**config.mk**
```make
export PLATFORM = sky130hd
export DESIGN_NAME = counter_sched
export DESIGN_NICKNAME = d
export VERILOG_FILES = /design/src/rtl/counter_sched.sv
export SDC_FILE = /design/constraint.sdc
export NUM_CORES = 1
export LEC_CHECK = 0
export ABC_AREA = 0
export CAP_MARGIN = 30
export CORE_UTILIZATION = 45
export CTS_BUF_LIST = sky130_fd_sc_hd__clkbuf_4
export DETAILED_ROUTE_END_ITERATION = 8
export HOLD_SLACK_MARGIN = 0.12
export PLACE_DENSITY = 0.78
export SLEW_MARGIN = 20
export SYNTH_ARGS = -nofsm -noshare
export SYNTH_HDL_FRONTEND = slang
export SYNTH_SLANG_ARGS = --single-unit
```
**constraint.sdc**
```tcl
create_clock -name clk -period 5.8 [get_ports clk]
set_clock_uncertainty 0.1 [all_clocks]
set_input_delay 1.16 -clock clk [delete_from_list [all_inputs] [get_ports clk]]
set_output_delay 1.16 -clock clk [all_outputs]
set_load 0.005 [all_outputs]
```
**src/rtl/counter_sched.sv**
```systemverilog
// counter_sched: round-robin scheduler granting a shared up-counter to one of
// two requesters; each job counts from 0 up to its latched length.
// Optional feature: define COUNTER_SCHED_ABORT_EN to add the abort input and
// the aborted output (early job termination from LOAD or RUN).
module counter_sched #(
  parameter int unsigned WIDTH = 4
) (
  input  logic             clk,
  input  logic             rst,
  input  logic [1:0]       req,
  input  logic [WIDTH-1:0] len0,
  input  logic [WIDTH-1:0] len1,
`ifdef COUNTER_SCHED_ABORT_EN
  input  logic             abort,
  output logic             aborted,
`endif
  output logic [1:0]       gnt,
  output logic             en,
  output logic [WIDTH-1:0] count,
  output logic             busy,
  output logic             done,
  output logic             done_id
);

  typedef enum logic [1:0] {
    IDLE = 2'd0,
    LOAD = 2'd1,
    RUN  = 2'd2,
    DONE = 2'd3
  } state_e;

  state_e           state_q, state_d;
  logic [WIDTH-1:0] count_q, count_d;
  logic [WIDTH-1:0] len_q,   len_d;
  logic             win_q,   win_d;   // owner of the current job
  logic             prio_q,  prio_d;  // requester favoured on a tie
  logic             abort_c;

`ifdef COUNTER_SCHED_ABORT_EN
  logic             abt_q,   abt_d;   // current job ended by abort
  assign abort_c = abort;
`else
  assign abort_c = 1'b0;
`endif

  // State register
  always_ff @(posedge clk) begin
    if (rst) begin
      state_q <= IDLE;
    end else begin
      state_q <= state_d;
    end
  end

  // Datapath registers: counter, latched length, owner, round-robin pointer
  always_ff @(posedge clk) begin
    if (rst) begin
      count_q <= '0;
      len_q   <= '0;
      win_q   <= 1'b0;
      prio_q  <= 1'b0;
`ifdef COUNTER_SCHED_ABORT_EN
      abt_q   <= 1'b0;
`endif
    end else begin
      count_q <= count_d;
      len_q   <= len_d;
      win_q   <= win_d;
      prio_q  <= prio_d;
`ifdef COUNTER_SCHED_ABORT_EN
      abt_q   <= abt_d;
`endif
    end
  end

  // Next-state and datapath update logic
  always_comb begin
    state_d = state_q;
    count_d = count_q;
    len_d   = len_q;
    win_d   = win_q;
    prio_d  = prio_q;
`ifdef COUNTER_SCHED_ABORT_EN
    abt_d   = abt_q;
`endif
    unique case (state_q)
      IDLE: begin
        if (|req) begin
          // Tie goes to the pointer; a lone request wins outright.
          win_d   = (req == 2'b11) ? prio_q : req[1];
          len_d   = win_d ? len1 : len0;
          prio_d  = ~win_d;
          count_d = '0;
`ifdef COUNTER_SCHED_ABORT_EN
          abt_d   = 1'b0;
`endif
          state_d = LOAD;
        end
      end
      LOAD: begin
        if (abort_c || (len_q == '0)) begin
          state_d = DONE;
        end else begin
          state_d = RUN;
        end
`ifdef COUNTER_SCHED_ABORT_EN
        abt_d = abort_c;
`endif
      end
      RUN: begin
        // RUN is only entered with len_q >= 1, so count_q + 1 never wraps.
        count_d = count_q + WIDTH'(1);
        if (abort_c || (count_d == len_q)) begin
          state_d = DONE;
        end
`ifdef COUNTER_SCHED_ABORT_EN
        abt_d = abort_c;
`endif
      end
      DONE: begin
        state_d = IDLE;
      end
      default: begin
        state_d = IDLE;
      end
    endcase
  end

  // Outputs decoded from registered state only
  always_comb begin
    busy    = (state_q != IDLE);
    gnt     = busy ? (win_q ? 2'b10 : 2'b01) : 2'b00;
    en      = (state_q == RUN);
    done    = (state_q == DONE);
    done_id = done & win_q;
    count   = count_q;
`ifdef COUNTER_SCHED_ABORT_EN
    aborted = done & abt_q;
`endif
  end

endmodule
```
==> impl_metrics.json, run 1 <==
{
  "status": "finished clean",
  "cts_setup_buffers": 0,
  "grt_pass1_wl_um": 2194,
  "worst_pin_slew_ns": 0.4440,
  "synth-edff-count": 0,
  "rsz0062_at_grt": "false",
  "first_global_vias": 540,
  "die_h_um": 41.18,
  "first_pass_iters": 4,
  "reg2reg_from": "state_q[0]",
  "syn_area_per_cell_um2": 8.855,
  "endpoint_kind": "output pin",
  "nNetsFinal": 120,
  "fmax_mhz": 333.8,
  "syn_to_final_growth_pct": 36.41,
  "root_buffer": "clkbuf_4",
  "critPathArrivalTime_ns": 1.74,
  "setup_viol": 0,
  "min_path_type": "reg2reg",
  "core-area_um2": 1366,
  "fin_util": 0.6896,
  "critPathLaunch": "state_q[0]",
  "rrSetupSlack_ns": 3.73,
  "maxSlewViolCount": 0,
  "rows": 13,
  "ctsResizeCount": 0,
  "dr_total_vias": 633,
  "synth.yosys.seq_area_share": 0.3478,
  "endpoint": "gnt[1]",
  "syn-num-nets": 95,
  "synthCells": 78,
  "wire_per_inst_um": 12.01,
  "clk_latency_ns": 0.27,
  "cts.path.max_buffers": 2,
  "worst-setup-path-type": "reg2out",
  "netlist_area_um2": 690.7,
  "ios": 22,
  "antenna_found_initial": 0,
  "synthFlopType": "dfxtp_1",
  "port_buffers": 21,
  "vdd_drop_max_mv": 0.2444,
  "die_area_um2": 1695,
  "whs_path_depth": 2,
  "grt_max_degree": 14,
  "ctsHoldBuffers": 0,
  "timing.rr.end": "state_q[0]",
  "grt_usage": 0.2029,
  "post-route-min-period_ns": 2.996,
  "grt_overflow": 0,
  "route.detailed.drc": 0,
  "async_flop_share": 0,
  "path_max_fanout": 8,
  "slew_headroom": 0.7031,
  "synth_cell_types": 30,
  "powerDensity_nw_per_um2": 346.3,
  "cp-start-kind": "flip-flop",
  "tns_ns": 0,
  "fin_cells": 117,
  "gp_congestion": 0.6860,
  "cp_data_required_time_ns": 4.54,
  "clk_pin_slew_ns": 0.07,
  "hold_viol": 0,
  "ant_nets": 0,
  "p_total_uw": 326.2,
  "wl_um": 1405,
  "dp_hpwl_um": 1143,
  "die_w_um": 41.18,
  "ys_seq_elements": 12,
  "max_cap_violations": 0,
  "hold_ws_ns": 0.4243,
  "yosysWarnings": 0,
  "diodes": 0,
  "cts_tree": "done",
  "clock_sinks": 12,
  "dp_cells": 113,
  "p_leak_uw": 0.0003723,
  "r2r_cells": 6,
  "routed_via_density": 5.410,
  "start_util": 0.5055,
  "drive_above_1_share": 0.04902,
  "cts_max_level": 1,
  "cts_buffers": 3,
  "drt_iter0_markers": 16,
  "post-route-period-util": 0.5165
}
[state kept, by name (all words and copies together), names as in the netlist]
| name | count |
|---|---|
| count | 4 |
| len_q | 4 |
| prio_q | 1 |
| state_q | 2 |
| win_q | 1 |
[critical path: stages, from the launching register on]
cell and delay, ns:
dfxtp_1 0.39, inv_1 0.12, ha_1 0.31, nor2b_1 0.14, clkdlybuf4s50_1 0.50
[routing by layer]
metal,vias to the layer above,track usage,share of wire
met3,5,0.04891,0.033
met5,-,0,0
met2,16,0.3516,0.48
li1,328,-,-
met1,284,0.2201,0.46
met4,0,0.1210,0.023
[cell usage in the layout, fill, tap and decap left out, types with 2 or more instances in the layout]
cell             synthesis  routed
o21ai_1                  3       3
and2_1                   2       2
nor2_1                  10      10
nand2b_1                 2       2
clkdlybuf4s50_1          0      21
clkbuf_4                 0       3
xnor2_1                  2       2
a21oi_1                  6       6
ha_1                     5       5
mux2i_1                  2       2
inv_1                    4       4
dfxtp_1                 12      12
clkinv_1                 1       2
nor2b_1                  3       3
a222oi_1                 4       4
xor2_1                   2       2
nand2_1                  5       5
[Yosys cell counts, drive strengths merged (3+ instances only)]
| cell | instances | area (um2) |
|---|---|---|
| a21oi | 6 | 30.03 |
| a222oi | 4 | 40.04 |
| dfxtp | 12 | 240.2 |
| ha | 5 | 62.56 |
| inv | 4 | 15.01 |
| nand2 | 5 | 18.77 |
| nor2 | 10 | 37.54 |
| nor2b | 3 | 18.77 |
| o21ai | 4 | 20.01 |
[metrics by stage]
| step | worst slack (ns) | cell area [um2] |
|---|---|---|
| floorplan | 3.637 | 690.7 |
| global placement | 3.028 | 915.9 |
| detailed placement | 2.978 | 915.9 |
| CTS | 2.793 | 942.2 |
| global route | 2.706 | 942.2 |
| finish | 2.804 | 942.2 |
[worst min path at each step]
stage	start	endpoint
floorplan	state_q[1]	state_q[1]
global placement	count[3]	count[3]
detailed placement	count[3]	count[3]
CTS	count[3]	count[3]
global route	count[3]	count[3]
finish	count[3]	count[3]
[kinds of logic after synthesis]
kind of cell | share of synthesized area
buf+inv | 0.03259
fa+ha+maj | 0.09058
mux | 0.02899
flops | 0.3478
compound gates | 0.2083
simple gates | 0.2065
xor+xnor | 0.08515
[power breakdown]
group          total, uW  switching, uW  internal (uW)
clock               53.3           28.4           24.9
sequential           119           19.3           99.8
combinational        154           73.4           80.5
[final cells by class]
cell class                 count  area (um2)
multi-input combinational     60       427.9
fill                         124       424.2
sequential                    12       240.2
timing repair buffer          21       210.2
clock buffer                   3       22.52
inverter                       5       18.77
tap                           15       18.77
clock inverter                 1       3.754
Power figures use the tool's default switching activity.
==> run 2, diff against run 1 <==
- clock period: 5.8 -> 3.1 ns (I/O delays scaled with it)
==> results of run 2 <==
Same layout as run 1 (identical final DEF). Status: finished clean.
Among the figures that moved: setup slack after placement 2.978 ns -> 0.8181 ns; setup slack after layout 2.804 ns -> 0.6440 ns; register-to-register setup slack 3.73 ns -> 1.03 ns; total power 326.2 uW -> 610.4 uW; worst IR drop on VDD 0.2444 mV -> 0.4573 mV
==> run 3, diff against run 2 <==
- clock period: 3.1 -> 2.56 ns (I/O delays scaled with it)
==> results of run 3 <==
Same layout as run 1 (identical final DEF). Status: finished clean.
Among the figures that moved: final weighted congestion in routability-driven placement 0.6860 -> 0.6861; setup slack after placement 2.978 ns -> 0.3861 ns; setup slack after layout 2.804 ns -> 0.2120 ns; register-to-register setup slack 3.73 ns -> 0.49 ns; total power 326.2 uW -> 739.1 uW; worst IR drop on VDD 0.2444 mV -> 0.5537 mV
